===== src/rtl/uart_tx_arbiter_pkg.sv =====
// Shared types and constants for the UART transmit arbiter.
// Holds the FSM encoding, byte timing constants and a pointer helper.
package uart_tx_arbiter_pkg;

    typedef enum logic [1:0] {
        IDLE      = 2'd0,
        ISSUE     = 2'd1,
        WAIT_DONE = 2'd2,
        LOCKED    = 2'd3
    } arb_state_e;

    localparam int CLKS_PER_BIT = 868;
    localparam int BYTE_CYCLES  = 10 * CLKS_PER_BIT;

    // Roughly two byte times at 115200 baud from a 100 MHz clock.
    localparam int DEF_TIMEOUT_CYCLES = 16384;

    // Requester index that follows v, wrapping at n.
    function automatic int next_ptr(input int v, input int n);
        return (v + 1 >= n) ? 0 : v + 1;
    endfunction

endpackage


===== src/rtl/uart_tx_arbiter_rr_pick.sv =====
// Combinational round-robin picker: first set request at or above ptr_i,
// wrapping. Ports: req_i, ptr_i in; onehot_o, idx_o, found_o out.
module uart_tx_arbiter_rr_pick #(
    parameter int N  = 4,
    parameter int PW = $clog2(N)
) (
    input  logic [N-1:0]  req_i,
    input  logic [PW-1:0] ptr_i,
    output logic [N-1:0]  onehot_o,
    output logic [PW-1:0] idx_o,
    output logic          found_o
);

    always_comb begin
        int            j;
        logic [PW-1:0] jj;
        j        = 0;
        jj       = '0;
        onehot_o = '0;
        idx_o    = '0;
        found_o  = 1'b0;
        for (int k = 0; k < N; k++) begin
            j = int'(ptr_i) + k;
            if (j >= N) begin
                j = j - N;
            end
            jj = PW'(j);
            if (!found_o && req_i[jj]) begin
                found_o      = 1'b1;
                idx_o        = jj;
                onehot_o[jj] = 1'b1;
            end
        end
    end

endmodule


===== src/rtl/uart_tx_arbiter.sv =====
// Round-robin arbiter sharing one 8N1 UART transmitter among NUM_REQ
// byte producers, one byte in flight, with a done watchdog.
// Ports: clk_in, rst_in (async, active-high), req_in/data_in/ack_out
// per requester, grant_out, busy_out, err_out, uart_datav_out,
// uart_byte_out to the transmitter, uart_active_in/uart_done_in from it.
// Build option UART_ARB_LOCK_EN adds last_in and holds the grant for
// a whole packet until a byte flagged last completes.
module uart_tx_arbiter
    import uart_tx_arbiter_pkg::*;
#(
    parameter int NUM_REQ        = 4,
    parameter int TIMEOUT_CYCLES = DEF_TIMEOUT_CYCLES
) (
    input  logic                 clk_in,
    input  logic                 rst_in,
    input  logic [NUM_REQ-1:0]   req_in,
    input  logic [NUM_REQ*8-1:0] data_in,
`ifdef UART_ARB_LOCK_EN
    input  logic [NUM_REQ-1:0]   last_in,
`endif
    output logic [NUM_REQ-1:0]   ack_out,
    output logic [NUM_REQ-1:0]   grant_out,
    output logic                 busy_out,
    output logic                 err_out,
    output logic                 uart_datav_out,
    output logic [7:0]           uart_byte_out,
    input  logic                 uart_active_in,
    input  logic                 uart_done_in
);

    localparam int PW = $clog2(NUM_REQ);
    localparam int WW = $clog2(TIMEOUT_CYCLES + 1);
    localparam logic [WW-1:0] WD_LAST = WW'(TIMEOUT_CYCLES - 1);

    arb_state_e           state_q, state_d;
    logic [NUM_REQ-1:0]   grant_q, grant_d;
    logic [PW-1:0]        idx_q, idx_d;
    logic [PW-1:0]        ptr_q, ptr_d;
    logic [7:0]           byte_q, byte_d;
    logic [WW-1:0]        wdog_q, wdog_d;

    logic [NUM_REQ-1:0]   pick_oh;
    logic [PW-1:0]        pick_idx;
    logic                 pick_found;
    logic [7:0]           pick_byte;
    logic [PW-1:0]        ptr_next;
    logic                 wd_expire;
    logic                 keep_lock;

`ifdef UART_ARB_LOCK_EN
    logic                 last_q, last_d;
    logic [7:0]           own_byte;
    assign own_byte  = data_in[{idx_q, 3'b000} +: 8];
    // A non-final byte completing keeps the same owner.
    assign keep_lock = uart_done_in && !last_q;
`else
    assign keep_lock = 1'b0;
`endif

    uart_tx_arbiter_rr_pick #(
        .N  (NUM_REQ),
        .PW (PW)
    ) u_pick (
        .req_i    (req_in),
        .ptr_i    (ptr_q),
        .onehot_o (pick_oh),
        .idx_o    (pick_idx),
        .found_o  (pick_found)
    );

    assign pick_byte = data_in[{pick_idx, 3'b000} +: 8];
    assign ptr_next  = PW'(next_ptr(int'(idx_q), NUM_REQ));
    assign wd_expire = (wdog_q == WD_LAST);

    always_ff @(posedge clk_in or posedge rst_in) begin
        if (rst_in) begin
            state_q <= IDLE;
            grant_q <= '0;
            idx_q   <= '0;
            ptr_q   <= '0;
            byte_q  <= '0;
            wdog_q  <= '0;
`ifdef UART_ARB_LOCK_EN
            last_q  <= 1'b0;
`endif
        end else begin
            state_q <= state_d;
            grant_q <= grant_d;
            idx_q   <= idx_d;
            ptr_q   <= ptr_d;
            byte_q  <= byte_d;
            wdog_q  <= wdog_d;
`ifdef UART_ARB_LOCK_EN
            last_q  <= last_d;
`endif
        end
    end

    always_comb begin
        state_d = state_q;
        grant_d = grant_q;
        idx_d   = idx_q;
        ptr_d   = ptr_q;
        byte_d  = byte_q;
        wdog_d  = wdog_q;
`ifdef UART_ARB_LOCK_EN
        last_d  = last_q;
`endif
        unique case (state_q)
            IDLE: begin
                // A still-active transmitter blocks a new issue.
                if (pick_found && !uart_active_in) begin
                    grant_d = pick_oh;
                    idx_d   = pick_idx;
                    byte_d  = pick_byte;
`ifdef UART_ARB_LOCK_EN
                    last_d  = last_in[pick_idx];
`endif
                    state_d = ISSUE;
                end
            end
            ISSUE: begin
                wdog_d  = '0;
                state_d = WAIT_DONE;
            end
            WAIT_DONE: begin
                wdog_d = wdog_q + WW'(1);
                // Done has priority over a same-cycle expiry.
                if (uart_done_in || wd_expire) begin
                    if (keep_lock) begin
                        state_d = LOCKED;
                    end else begin
                        grant_d = '0;
                        ptr_d   = ptr_next;
                        state_d = IDLE;
                    end
                end
            end
            LOCKED: begin
`ifdef UART_ARB_LOCK_EN
                if (req_in[idx_q] && !uart_active_in) begin
                    byte_d  = own_byte;
                    last_d  = last_in[idx_q];
                    state_d = ISSUE;
                end
`else
                state_d = IDLE;
`endif
            end
        endcase
    end

    always_comb begin
        uart_datav_out = (state_q == ISSUE);
        ack_out        = (state_q == ISSUE) ? grant_q : '0;
        busy_out       = (state_q != IDLE);
        err_out        = (state_q == WAIT_DONE) && !uart_done_in
                         && wd_expire;
        grant_out      = grant_q;
        uart_byte_out  = byte_q;
    end

endmodule

===== config.mk =====
export PLATFORM = sky130hd
export DESIGN_NAME = uart_tx_arbiter
export DESIGN_NICKNAME = d
export VERILOG_FILES = /design/src/rtl/uart_tx_arbiter_pkg.sv /design/src/rtl/uart_tx_arbiter_rr_pick.sv /design/src/rtl/uart_tx_arbiter.sv
export SDC_FILE = /design/constraint.sdc
export NUM_CORES = 1
export LEC_CHECK = 0
export ABC_AREA = 1
export ABC_CLOCK_PERIOD_IN_PS = 2900
export CAP_MARGIN = 20
export CORE_ASPECT_RATIO = 1.2
export CORE_MARGIN = 2
export CORE_UTILIZATION = 52
export CTS_BUF_LIST = sky130_fd_sc_hd__clkbuf_8
export DETAILED_ROUTE_END_ITERATION = 12
export MAX_ROUTING_LAYER = met4
export PLACE_DENSITY = 0.83
export SETUP_SLACK_MARGIN = 0.15
export SYNTH_ARGS = -nofsm -noshare
export SYNTH_HDL_FRONTEND = slang
export SYNTH_SLANG_ARGS = --single-unit

===== constraint.sdc =====
create_clock -name clk_in -period 2.9 [get_ports clk_in]
set_input_delay 0.435 -clock clk_in [delete_from_list [all_inputs] [get_ports clk_in]]
set_output_delay 0.435 -clock clk_in [all_outputs]
set_load 0.03 [all_outputs]

; ---- Yosys cells after proc, flatten, opt, wreduce, memory -nomap -nowiden
; Cells that the tools add are included.
[word_totals]
ram_bits = 0
latch_bits = 0
elab_cells = 103
memories = 0
inputBits = 40
out_inout_bits = 19
regBits = 33
romBits = 0
[op_classes]
div = 0
shift = 1
mux = 41
n_lt_le_gt_ge = 13
n_bitwise = 3
eq_ne = 6
n_reduce_logical = 24
n_mul = 0
add_sub_neg = 9
[ops]
columns = operator, count
row1 = 32-bit by 6-bit indexed part select with 8-bit output, 1
row2 = 15-bit one-hot mux with 2 select lines, 1
row3 = 4-bit two-way mux, 7
row4 = 2-bit two-way mux, 11
row5 = 15-bit by 1-bit adder with 15-bit output (second input constant), 1
row6 = 15-bit by 14-bit == test with 1-bit output (second input constant), 1
row7 = 3-bit >= comparator (second input constant), 4
row8 = 2-bit by 3-bit less-than comparator with 1-bit output (second input constant), 4
row9 = 1-bit two-way mux, 12
row10 = 4-bit bitwise OR, 3
row11 = 1-bit logical AND, 10
row12 = 1-bit binary-select mux with 2-bit select, 4
row13 = 1-bit demux with 2-bit select, 4
row14 = 2-bit by 1-bit >= comparator with 1-bit output (second input constant), 4
row15 = 2-bit one-hot mux with 4 select lines, 1
row16 = 4-bit one-hot mux with 2 select lines, 1
row17 = 2-bit by 1-bit subtractor with 2-bit output (second input constant), 4
row18 = 2-bit by 1-bit adder with 3-bit output (second input constant), 2
row19 = 2-bit by 2-bit adder with 3-bit output (second input constant), 2
row20 = 2-bit AND reduction, 3
row21 = 2-bit nonzero test, 3
row22 = 1-bit logical NOT, 5
row23 = 2-bit == test (second input constant), 2
row24 = 2-bit != test (second input constant), 2
row25 = 5 further kinds, 5

; ---- Depth between registers and ports, before layout
[logic_depth]
word_depth = 17
mapped_depth = 16

; ---- By module
; A second synthesis with hierarchy kept.
[unflattened]
hier_cells = 332
hier_area_um2 = 2341.0
[modules_own_cells]
columns = module, cells_per_inst, seq_area_each_um2, instances, area_each_um2
row1 = uart_tx_arbiter, 258, 825.8, 1, 1900.6
row2 = uart_tx_arbiter_rr_pick, 74, 0.0, 1, 440.4

; ---- Worst setup path after synthesis
; No wires, ideal clock.
[synth_path]
kind = reg2reg
start = register ptr_q[1]
end = register byte_q[6], in the netlist uart_byte_out[6]
required_ns = 2.776
path_buffers = 1
stages_incl_launch_ff = 14
t_arrival_ns = 1.958
path_slack_ns = 0.818
cell_sequence = dfrtp_1 > inv_1 > ha_1 > inv_1 > nand3_1 > nand2_1 > a21oi_1 > nand2_1 > nand2_2 > nand2_2 > buf_6 > or2_1 > nand3_1 > nand3_1
[synth_via]
elab_chain_len = 16
[synth_lines]
columns = item, line
row1 = start: declaration, uart_tx_arbiter.sv:38  ; logic [PW-1:0] ptr_q, ptr_d;
row2 = start signal: assignment, uart_tx_arbiter.sv:90  ; ptr_q <= ptr_d;
row3 = "parallel branches: the longest is 16 deep, another holds 2-bit by 1-bit adder with 3-bit output", -
row4 = end signal: assignment, uart_tx_arbiter.sv:91  ; byte_q <= byte_d;
row5 = end: declaration, uart_tx_arbiter.sv:39  ; logic [7:0] byte_q, byte_d;
; Parallel ways; which one is timed is not known. The select of a mux whose other input is x is not followed.
; A chain may end at the register's enable or synchronous reset.

; ---- Final worst setup path
[layout_path]
start = register ptr_q[1]
end = register byte_q[2], in the netlist uart_byte_out[2]
; The elaborated chain is that of the path after synthesis.

==> impl_metrics.csv <==
group,metric,value,unit
sta,hold_viol,0,
job,cap_violations,0,
synthesis,synth_area_leader_cell,"dfrtp_1",
synthesis,dominantRegCellSynth,"dfrtp_1",
worst_setup_path,crit_type,"flip-flop to flip-flop",
detailed_routing,wire_per_inst,11.8,um
pwr,leakagePower,1.68,nW
outcome,outcome,"completed",
clock_network,post_cts_buffers,0,
floorplan,initial_core_util,0.537,
detailed_routing,dr.pass1.iters,4,
sta,worst_slew_pin_slew,0.452,ns
synthesis,synthDistinctLibCells,34,
cells_and_area,area_delta_synth_final,31.6,%
global_routing,grt_pass1_vias,2428,
synthesis,yosys_warnings,0,
placement,place_congestion,0.857,
cells_and_area,drive_above_1_share,0.0898,
worst_setup_path,arrival,2.68,ns
floorplan,die_w,66.9,um
clock_network,clock_path_buffers,2,
synthesis,ys_seq_elements,33,
synthesis,ys_async_sr_fraction,1.00,
cells_and_area,fin_nets,476,
floorplan,die_y,79.4,um
floorplan,fp.coreArea,4590,um2
worst_setup_path,cp_data_required_time,3.08,ns
sta,finalCriticalPeriod,2.50,ns
worst_setup_path,startpoint_type,"flip-flop",
placement,place_hpwl,4.50,mm
global_routing,use_met3,0.0437,
sta,timing.final.crit_share,0.861,
global_routing,antenna_found_initial,0,
clock_network,numCtsBuffers,5,
detailed_routing,ant_nets,0,
global_routing,grt_first_pass_wirelength,10.1,mm
clock_network,insertion_delay,0.29,ns
pwr,power_density,1070,nW/um2
sta,rsz0062_at_grt,"no",
sta,setup_viol,0,
floorplan,die_area,5310,um2
worst_setup_path,cp_max_fo,21,
sta,finalSetupTns,0,ns
synthesis,ys_top_cells_by_area,"dfrtp_1, nand2_1, inv_1",
detailed_routing,num_vias,2464,
floorplan,io_pins,59,
worst_setup_path,critPathCaptureType,"flip-flop",
synthesis,ys_top_cells_by_count,"nand2_1, inv_1, nand3_1",
synthesis,syn_inst,359,
sta,finClkSkew,0.00898,ns
detailed_routing,viasPerCell,5.12,
detailed_routing,drc,0,
clock_network,cts_tree,"built",
synthesis,synth_most_common_cell,"nand2_1",
floorplan,placement_rows,27,
pwr,peakVddDrop,0.661,mV
cells_and_area,n_antenna_cell,0,
global_routing,grt_usage,0.251,
clock_network,clockRootBuffer,"clkbuf_8",
synthesis,avgSynthCellArea,6.87,um2
placement,io_buffers,58,
detailed_routing,drt-total-wl,5.69,mm
clock_network,clkSinkCount,33,
sta,finalMaxSlewViolations,0,
synthesis,yosysSeqAreaShare,0.335,
synthesis,synthesis.area,2470,um2
clock_network,clk_pin_slew,0.08,ns
clock_network,cts_max_level,2,
sta,max_freq,0.401,GHz
min_path,hold_class,"input port to async pin",
detailed_routing,drtIter0Drc,146,
synthesis,synth_edf_count,0,
sta,whs,0.428,ns
global_routing,grt_overflow,0,
global_routing,grt_util_met2,0.454,
synthesis,syn_nets,413,
synthesis,synth_top_cell_area_share,0.335,
global_routing,top_usage_layer,"met2",
global_routing,use_met1,0.278,
sta,slew_headroom,0.697,
global_routing,grt_max_degree,22,
-- registers in the layout, summed over array words and instances, names as in the netlist --
register,flops
state_q,2
uart_byte_out,8
idx_q,2
wdog_q,15
grant_out,4
ptr_q,2
-- area by class of cell --
type | count | area [um2]
repair buffers | 62 | 613
inverters | 68 | 260
flip-flops and latches | 33 | 826
clock inverters | 3 | 65.1
fillers | 386 | 1350
well taps | 58 | 72.6
multi-input cells | 252 | 1340
clock buffers | 5 | 68.8
-- logic make-up after synthesis --
group,share of synthesized area
fa+ha+maj,0.0710
compound gates,0.101
simple gates,0.369
buf+inv,0.124
flops,0.335
-- path summary, 6_finish.rpt --
| check | start | end | slack, ns | cells after the start |
|---|---|---|---|---|
| max in group asynchronous | rst_in | idx_q[1]$_DFFE_PP0P_ | 1.96 | 3 |
| min | rst_in | wdog_q[6]$_DFFE_PP0P_ | 0.43 | 2 |
| min reg2reg | uart_byte_out[7]$_DFFE_PP0P_ | uart_byte_out[7]$_DFFE_PP0P_ | 0.49 | 2 |
| max | ptr_q[1]$_DFFE_PP0P_ | uart_byte_out[2]$_DFFE_PP0P_ | 0.40 | 12 |
| max reg2reg | ptr_q[1]$_DFFE_PP0P_ | uart_byte_out[2]$_DFFE_PP0P_ | 0.40 | 12 |
| min in group clk_in | uart_byte_out[7]$_DFFE_PP0P_ | uart_byte_out[7]$_DFFE_PP0P_ | 0.49 | 2 |
-- worst max-delay path, stage by stage, from the launching register on --
cell	delay, ns
dfrtp_1	0.51
inv_1	0.10
ha_1	0.36
inv_1	0.09
nand3_1	0.09
nand2_1	0.11
a21oi_1	0.18
nand2_1	0.08
nand2_2	0.22
nand2_4	0.19
or2_2	0.31
nand3_1	0.07
nand3_1	0.07
-- stage by stage --
stage | instances | setup slack (ns) | power, mW | util | instance area [um2]
6_report | 481 | 0.404 | 3.48 | 0.706 | 3250
5_1_grt | 481 | 0.198 | 3.82 | 0.706 | 3250
4_1_cts | 481 | 0.216 | 3.48 | 0.705 | 3240
3_5_place_dp | 473 | 0.316 | 2.93 | 0.676 | 3100
3_3_place_gp | 473 | 0.382 | 2.87 | 0.676 | 3100
2_1_floorplan | 359 | 0.818 | 2.42 | - | 2470
-- layout by cell type (no fill, tap or decap), types with 4 or more instances in the layout --
master           count
nand3_2              4
inv_1               65
o21ai_1              4
a21oi_1             15
nand2_1             97
nand3_1             48
dfrtp_1             33
nor2_1              19
o21ai_0             10
nand2_2              7
clkbuf_8             5
ha_1                14
clkdlybuf4s50_1     57
nor3_1               6
buf_4                4
-- routing by layer --
metal / vias to the layer above / routed length (um)
met5: - / 0
met4: 0 / 63
met3: 7 / 227
met2: 70 / 3070
met1: 1128 / 2340
li1: 1259 / -
-- power by group --
| part | switching (mW) | total [mW] | internal [mW] |
|---|---|---|---|
| clock network | 0.180 | 0.521 | 0.341 |
| logic | 1.48 | 2.27 | 0.794 |
| registers | 0.103 | 0.693 | 0.590 |
| total | 1.76 | 3.48 | 1.73 |
-- timing repair --
item / CTS / global route
setup endpoints to repair: 0 / 2
endpoints found under the hold margin: 0 / 0
hold buffers: 0 / 0
resized for setup: 0 / 2
No activity file was read; power rests on OpenSTA's default activity.
